`config.mk`:
```
export PLATFORM = sky130hd
export DESIGN_NAME = traffic_lamp_driver
export DESIGN_NICKNAME = d
export VERILOG_FILES = /design/src/rtl/traffic_lamp_driver.sv
export SDC_FILE = /design/constraint.sdc
export NUM_CORES = 1
export LEC_CHECK = 0
export CORE_MARGIN = 4
export CORE_UTILIZATION = 58
export CTS_BUF_LIST = sky130_fd_sc_hd__clkbuf_2
export DETAILED_ROUTE_END_ITERATION = 8
export PLACE_DENSITY = 0.88
export SYNTH_ARGS = -nofsm -noshare
export SYNTH_HDL_FRONTEND = slang
export SYNTH_SLANG_ARGS = --single-unit
```
`constraint.sdc`:
```
create_clock -name Clk -period 7 [get_ports Clk]
set_input_delay 1.05 -clock Clk [delete_from_list [all_inputs] [get_ports Clk]]
set_output_delay 1.05 -clock Clk [all_outputs]
set_load 0.01 [all_outputs]
```
`src/rtl/traffic_lamp_driver.sv`:
```
// Traffic lamp driver: checks controller strobe order/dwell, holds lamps, times WALK.
// Optional fault blink on LAMP_Y when LAMP_BLINK_EN is defined.
module traffic_lamp_driver #(
    parameter int MAX_DWELL   = 8,
    parameter int WALK_CYCLES = 3,
    parameter int BLINK_HALF  = 2,
    parameter int CNT_W       = 4
) (
    input  logic             Clk,
    input  logic             Reset_n,
    input  logic             RED_EN,
    input  logic             YELLOW_EN,
    input  logic             GREEN_EN,
    input  logic             Ped_Req,
    input  logic             Clr_Fault,
    output logic             LAMP_R,
    output logic             LAMP_Y,
    output logic             LAMP_G,
    output logic             WALK,
    output logic             Ped_Pending,
    output logic             Fault,
    output logic [1:0]       Fault_Code,
    output logic [CNT_W-1:0] Dwell
);

    typedef enum logic [2:0] {
        S_OFF,
        S_RED,
        S_GREEN,
        S_YELLOW,
        S_FAULT
    } state_t;

    if ((2 ** CNT_W) <= MAX_DWELL
        || (2 ** CNT_W) <= WALK_CYCLES
        || (2 ** CNT_W) <= BLINK_HALF) begin : g_bad_cnt_w
        $error("CNT_W too narrow for counters");
    end

    state_t           r_state;
    logic [1:0]       r_code;
    logic             r_fault;
    logic [CNT_W-1:0] r_dwell;
    logic             r_lamp_r;
    logic             r_lamp_y;
    logic             r_lamp_g;
    logic             r_walk;
    logic [CNT_W-1:0] r_walk_cnt;
    logic             r_ped;
`ifdef LAMP_BLINK_EN
    logic [CNT_W-1:0] r_blink;
`endif

    logic [1:0] w_nstb;
    logic       w_legal;
    logic       w_same;
    state_t     w_tgt;
    state_t     w_nxt;
    logic [1:0] w_code;
    logic       w_enter_red;

    assign w_nstb = {1'b0, RED_EN}
                  + {1'b0, YELLOW_EN}
                  + {1'b0, GREEN_EN};

    always_comb begin
        w_legal = 1'b0;
        w_same  = 1'b0;
        w_tgt   = r_state;
        unique case (r_state)
            S_OFF: begin
                w_legal = RED_EN;
                w_tgt   = S_RED;
            end
            S_RED: begin
                w_legal = GREEN_EN;
                w_same  = RED_EN;
                w_tgt   = S_GREEN;
            end
            S_GREEN: begin
                w_legal = YELLOW_EN;
                w_same  = GREEN_EN;
                w_tgt   = S_YELLOW;
            end
            S_YELLOW: begin
                w_legal = RED_EN;
                w_same  = YELLOW_EN;
                w_tgt   = S_RED;
            end
            default: ;
        endcase
    end

    // Multi-strobe beats order, order beats timeout; FAULT ignores strobes.
    always_comb begin
        w_nxt  = r_state;
        w_code = r_code;
        if (r_state == S_FAULT) begin
            if (Clr_Fault) begin
                w_nxt  = S_OFF;
                w_code = 2'd0;
            end
        end else if (w_nstb > 2'd1) begin
            w_nxt  = S_FAULT;
            w_code = 2'd2;
        end else if (w_legal) begin
            w_nxt = w_tgt;
        end else if (w_nstb != 2'd0 && !w_same) begin
            w_nxt  = S_FAULT;
            w_code = 2'd1;
        end else if (r_state != S_OFF
                     && r_dwell == CNT_W'(MAX_DWELL)) begin
            w_nxt  = S_FAULT;
            w_code = 2'd3;
        end
    end

    assign w_enter_red = (w_nxt == S_RED) && (r_state != S_RED);

    always_ff @(posedge Clk or negedge Reset_n) begin
        if (!Reset_n) begin
            r_state    <= S_OFF;
            r_code     <= 2'd0;
            r_fault    <= 1'b0;
            r_dwell    <= '0;
            r_lamp_r   <= 1'b0;
            r_lamp_y   <= 1'b0;
            r_lamp_g   <= 1'b0;
            r_walk     <= 1'b0;
            r_walk_cnt <= '0;
            r_ped      <= 1'b0;
`ifdef LAMP_BLINK_EN
            r_blink    <= '0;
`endif
        end else begin
            r_state  <= w_nxt;
            r_code   <= w_code;
            r_fault  <= (w_nxt == S_FAULT);
            if (w_nxt != r_state || w_nxt == S_OFF
                || w_nxt == S_FAULT)
                r_dwell <= '0;
            else
                r_dwell <= r_dwell + 1'b1;

            r_lamp_r <= (w_nxt == S_RED);
            r_lamp_y <= (w_nxt == S_YELLOW);
            r_lamp_g <= (w_nxt == S_GREEN);
`ifdef LAMP_BLINK_EN
            if (w_nxt == S_FAULT) begin
                if (r_state != S_FAULT) begin
                    r_lamp_y <= 1'b1;
                    r_blink  <= '0;
                end else if (r_blink == CNT_W'(BLINK_HALF - 1)) begin
                    r_lamp_y <= ~r_lamp_y;
                    r_blink  <= '0;
                end else begin
                    r_lamp_y <= r_lamp_y;
                    r_blink  <= r_blink + 1'b1;
                end
            end else begin
                r_blink <= '0;
            end
`else
            if (w_nxt == S_FAULT)
                r_lamp_r <= 1'b1;
`endif

            // A request in the RED-entry cycle is served by this walk.
            r_ped <= r_ped | Ped_Req;
            if (w_enter_red) begin
                if (r_ped || Ped_Req) begin
                    r_walk     <= 1'b1;
                    r_walk_cnt <= CNT_W'(WALK_CYCLES - 1);
                    r_ped      <= 1'b0;
                end else begin
                    r_walk <= 1'b0;
                end
            end else if (w_nxt != S_RED) begin
                r_walk <= 1'b0;
            end else if (r_walk) begin
                if (r_walk_cnt == '0)
                    r_walk <= 1'b0;
                else
                    r_walk_cnt <= r_walk_cnt - 1'b1;
            end
        end
    end

    assign LAMP_R      = r_lamp_r;
    assign LAMP_Y      = r_lamp_y;
    assign LAMP_G      = r_lamp_g;
    assign WALK        = r_walk;
    assign Ped_Pending = r_ped;
    assign Fault       = r_fault;
    assign Fault_Code  = r_code;
    assign Dwell       = r_dwell;

endmodule
```
# Word-level counts from Yosys, hierarchy flattened

Cells that the tools add are included.

$lt $le $gt $ge: 1
$mul: 0
Eq/ne operators: 17
Bitwise gates (word level): 1
Divide/modulo/power cells: 0
Mux-type cells: 29
Shift operators: 0
Add/sub/neg operators: 4
Reductions and logical operators: 17

Operators by type and width:

| kind                                                   | count |
|---|---|
| 2-to-1 mux 4 bit                                       | 6 |
| 2-to-1 mux 3 bit                                       | 6 |
| equality test 3 x 2 -> 1 bit (second input constant)   | 4 |
| 2-to-1 mux 2 bit                                       | 6 |
| inequality test 3 x 1 -> 1 bit (second input constant) | 3 |
| case mux 3 bit (3 select lines)                        | 1 |
| 2-to-1 mux 1 bit                                       | 8 |
| equality test 3 x 1 -> 1 bit (second input constant)   | 2 |
| equality test 3 bit (second input constant)            | 2 |
| zero test 3 bit                                        | 2 |
| inequality test 2 bit (second input constant)          | 3 |
| case mux 1 bit (3 select lines)                        | 2 |
| adder 4 x 1 -> 4 bit (second input constant)           | 1 |
| equality test 4 bit (second input constant)            | 1 |
| zero test 4 bit                                        | 1 |
| AND reduction 4 bit                                    | 1 |
| nonzero test 2 bit                                     | 2 |
| nonzero test 4 bit                                     | 1 |
| subtractor 4 x 1 -> 4 bit (second input constant)      | 1 |
| logical AND 1 bit                                      | 3 |
| logical OR 1 bit                                       | 3 |
| inequality test 3 bit                                  | 1 |
| AND reduction 3 bit                                    | 1 |
| nonzero test 3 bit                                     | 1 |
| 7 further kinds                                        | 7 |

Memories kept: 0
Bits in registers: 19
Memory bits (read-only): 0
Word-level logic and storage cells: 79
Memory bits (writable): 0
Input port bits: 7
Output and inout port bits: 12
Latch bits: 0

# Depth between registers and ports, before layout

Depth in word-level cells: 12
Mapped depth: 8
Depth with buffers taken out: 8

# Worst setup path after synthesis

No wires, ideal clock.

Path kind: input port to flip-flop
Start: input RED_EN
End: register r_walk_cnt[2]
Slack: 3.724 ns
Arrival time: 3.150 ns
Required time: 6.874 ns
Path buffers: 1
Setup time: 0.126 ns
Stages on the path: 8
Path through: fa_1 -> nor2_1 -> a221o_2 -> a31o_1 -> and3_4 -> buf_6 -> or3_4 -> a221o_1

Longest elaborated chain between the ends: 12
Elaborated cells on any way between the ends: 21
Classes of those cells: add/sub (2); order compare (1); eq/ne (5); mux (7); reduce/logical (6)

RTL lines:

| item                                                                          | line | source |
|---|---|---|
| start, declared                                                               | 11   | `input logic RED_EN,` |
| adder 1 x 1 -> 2 bit                                                          | 63   | `+ {1'b0, YELLOW_EN}` |
| adder 2 x 1 -> 2 bit                                                          | 64   | `+ {1'b0, GREEN_EN};` |
| nonzero test 2 bit                                                            | 108  | `end else if (w_nstb != 2'd0 && !w_same) begin` |
| logical AND 1 bit                                                             | 108  |  |
| 2-to-1 mux 3 bit                                                              | 108  |  |
| 2-to-1 mux 3 bit                                                              | 106  | `end else if (w_legal) begin` |
| 2-to-1 mux 3 bit (*)                                                          | 103  | `end else if (w_nstb > 2'd1) begin` |
| 2-to-1 mux 3 bit (*)                                                          | 98   | `if (r_state == S_FAULT) begin` |
| named net w_nxt[1]                                                            | 58   | `state_t w_nxt;` |
| equality test 3 x 1 -> 1 bit                                                  | 118  | `assign w_enter_red = (w_nxt == S_RED) && (r_state != S_RED);` |
| logical AND 1 bit                                                             | 118  |  |
| inequality test 2 x 1 -> 1 bit (no source line), or another cell as far along | n/a  |  |
| AND reduction 4 bit (no source line)                                          | n/a  |  |
| end signal, assigned                                                          | 173  | `r_walk_cnt <= CNT_W'(WALK_CYCLES - 1);` |
| end signal, assigned                                                          | 184  | `r_walk_cnt <= r_walk_cnt - 1'b1;` |
| end, declared                                                                 | 48   | `logic [CNT_W-1:0] r_walk_cnt;` |

The timed path passes the listed nets; every way through them passes the cells marked *.
A chain may end at the register's enable or synchronous reset.

# Worst setup path after layout

Start: input RED_EN
End: register r_walk_cnt[2]

Longest elaborated chain between the ends: 12
Elaborated cells on any way between the ends: 21
Classes of those cells: add/sub (2); order compare (1); eq/ne (5); mux (7); reduce/logical (6)

RTL lines:

| item                                                                          | line |
|---|---|
| adder 1 x 1 -> 2 bit                                                          | 63 |
| adder 2 x 1 -> 2 bit                                                          | 64 |
| nonzero test 2 bit                                                            | 108 |
| logical AND 1 bit                                                             | 108 |
| 2-to-1 mux 3 bit                                                              | 108 |
| 2-to-1 mux 3 bit                                                              | 106 |
| 2-to-1 mux 3 bit (*)                                                          | 103 |
| 2-to-1 mux 3 bit (*)                                                          | 98 |
| equality test 3 x 1 -> 1 bit                                                  | 118 |
| logical AND 1 bit                                                             | 118 |
| inequality test 2 x 1 -> 1 bit (no source line), or another cell as far along | n/a |
| AND reduction 4 bit (no source line)                                          | n/a |

Mark *: on every way between the ends. The rest lies on a longest branch, timed or not.

==> impl_metrics.yaml <==
worst_setup_path:
  cp-start-kind: "input pin"
  crit_required_ns: 7.20
  timing.rr.start: "r_state[0]"
  ff2ff_path_depth: 6
  arrival_ns: 3.82
  timing.reg2reg.setup_slack_ns: 4.24
  crit_type: "in -> reg"
  reg2reg_to: "r_walk_cnt[2]"
  crit_fanout: 8
  end_kind: "flop"
min_path:
  hold_depth: 2
  hold_start: "Fault_Code[1]"
  holdPathEnd: "Fault_Code[1]"
  hold_path.class: "reg -> reg"
timing:
  fin_crit_sh_pct: 51.8
  hold_ws_ns: 0.526
  slew_headroom_pct: 44.8
  tightest_slew_ns: 0.826
  setup_tns_ns: 0
  finalMaxSlewViolations: 0
  rsz0062_at_grt: "no"
  max_freq_ghz: 0.276
  finClkSkew_ns: 0.00886
  final.min_clock_period_ns: 3.62
  setup_viol: 0
  finalHoldViolCount: 0
layout:
  fin_area_um2: 1330
  layout-drive-gt1-share_pct: 9.56
  fillers: 134
  area_growth_pct: 18.0
  fin_util_pct: 74.5
  finalNetCount: 148
  antenna_cells: 0
detailed_routing:
  routed_wl_um: 2340
  post-route-drc-count: 0
  post_drt_wl_per_cell_um: 14.5
  dr_total_vias: 923
  viasPerCell: 5.73
  drt-pass1-iter-count: 4
  antenna_left: 0
  drtIter0Drc: 20
grt:
  grtUsageTotal_pct: 21.4
  overflow: 0
  grt_pass1_vias: 938
  grt_pass1_wl_um: 4350
  grt_max_degree: 20
  antenna_found_initial: 0
cts:
  clk_pin_slew_worst_paths_ns: 0.17
  clock_sinks: 19
  cts_root_buf: "clkbuf_2"
  cts_max_level: 1
  cts_tree: "built"
  cts_resized: 0
  clock_latency_ns: 0.30
  ctsHoldBuffers: 0
  cts_made_buffers: 3
  post_cts_buffers: 0
  clockBufferDepth: 2
power_and_ir_drop:
  leakagePower_nw: 0.539
  power_mw: 0.299
  ir_drop_uv: 173
  power.density_nw_per_um2: 225
floorplan:
  ios: 19
  core_area_um2: 1780
  start_util_pct: 63.2
  die_width_um: 52.1
  rows: 15
  dieArea_um2: 2710
  die_h_um: 52.1
synthesis:
  synth_top_cell_by_area: "dfrtp_1"
  synth_nets: 130
  yosysMostFrequentCell: "dfrtp_1"
  syn_avg_cell_area_um2: 9.46
  synth_flop_cell: "dfrtp_1"
  synth.distinct_cells: 43
  syn_inst: 119
  yosysSeqAreaShare_pct: 42.2
  async_reset_ff_share_pct: 100
  synth_warnings: 0
  synth-edff-count: 0
  syn-cell-area_um2: 1130
  synth_common_cells: "19 x dfrtp_1, 14 x nor2_1, 10 x nand2_1, 9 x inv_1, 6 x a21oi_1"
  synthTopCellsByArea: "dfrtp_1 42%, nor2_1 4.7%, ha_1 3.3%, nand2_1 3.3%, inv_1 3.0%"
  ys_ff_latch: 19
  synth_top_area_share_pct: 42.2
run_status:
  outcome: "finished clean"
run:
  max_cap_violations: 0
place:
  port_buffers: 18
  place_area_um2: 1310
  gp_congestion: 1.00
  dp_hpwl_um: 1790
power by group:
part	switching (mW)	leakage, nW	internal, mW	total [mW]
clock	0.0317	0.0166	0.0151	0.0468
combinational	0.0560	0.278	0.0497	0.106
sequential	0.0181	0.244	0.128	0.146
total	0.106	0.539	0.193	0.299
critical path, stage by stage:
cell,delay [ns]
clkdlybuf4s50_1,0.57
fa_1,0.60
nor2_1,0.14
a221o_2,0.16
a21oi_1,0.09
or3_1,0.48
or3_4,0.38
a221o_1,0.35
worst max path at each step:
stage / startpoint / slack [ns] / cells after the start / end
2_1_floorplan: RED_EN / 3.72 / 8 / r_walk_cnt[2]
3_3_place_gp: RED_EN / 3.17 / 8 / r_walk_cnt[2]
3_5_place_dp: RED_EN / 3.07 / 8 / r_walk_cnt[2]
4_1_cts: RED_EN / 3.41 / 8 / r_walk_cnt[2]
5_1_grt: RED_EN / 3.26 / 8 / r_walk_cnt[2]
6_report: RED_EN / 3.38 / 8 / r_walk_cnt[2]
area by class of cell:
cell class | count | area [µm²] | area share, %
multi-input combinational | 84 | 581 | 43.7
sequential | 19 | 475 | 35.8
tap | 25 | 31.3 | 2.35
timing repair buffer | 18 | 180 | 13.6
inverter | 11 | 41.3 | 3.11
clock buffer | 4 | 20.0 | 1.51
placed cells by master, fill, tap and decap left out, types with 2 or more instances in the layout:
cell | synthesis | routed
a21oi_1 | 6 | 6
a31oi_1 | 4 | 4
and3_1 | 2 | 2
clkbuf_2 | 0 | 4
clkdlybuf4s50_1 | 0 | 18
dfrtp_1 | 19 | 19
ha_1 | 3 | 3
inv_1 | 9 | 9
inv_2 | 2 | 2
mux2i_1 | 2 | 2
nand2_1 | 10 | 10
nand2b_1 | 3 | 3
nand3_1 | 3 | 3
nor2_1 | 14 | 14
nor3_1 | 3 | 3
o2111ai_1 | 2 | 2
o21ai_0 | 5 | 5
o21ai_1 | 2 | 2
o22a_1 | 2 | 2
registers in the layout (all words and copies together), names as in the netlist:
signal / flops
LAMP_Y: 1
Ped_Pending: 1
Fault: 1
Dwell: 4
Fault_Code: 2
r_walk_cnt: 4
r_state: 3
WALK: 1
LAMP_R: 1
LAMP_G: 1
through the flow:
step | worst slack (ns) | std cells
2_1_floorplan | 3.72 | 119
3_3_place_gp | 3.17 | 157
3_5_place_dp | 3.07 | 157
5_1_grt | 3.26 | 161
4_1_cts | 3.41 | 161
6_report | 3.38 | 161
routing by layer:
layer / part of all wire (%) / up-vias / GRT usage (%) / wire length [µm]
met5: 0 / - / 0 / 0
met4: 0.81 / 0 / 6.99 / 19
met2: 49 / 23 / 34.9 / 1160
met3: 4.7 / 4 / 5.44 / 111
li1: - / 454 / - / -
met1: 45 / 442 / 27.3 / 1060
cell families after synthesis:
kind of cell | share of synthesized area, %
adder cells (fa/ha/maj) | 5.11
AND/OR/NAND/NOR | 20.8
buffers and inverters | 6.22
AO/OA/AOI/OAI | 19.0
multiplexers | 5.11
flip-flops | 42.2
XOR/XNOR | 1.56
Note: power is estimated with default switching activity, not from simulation.
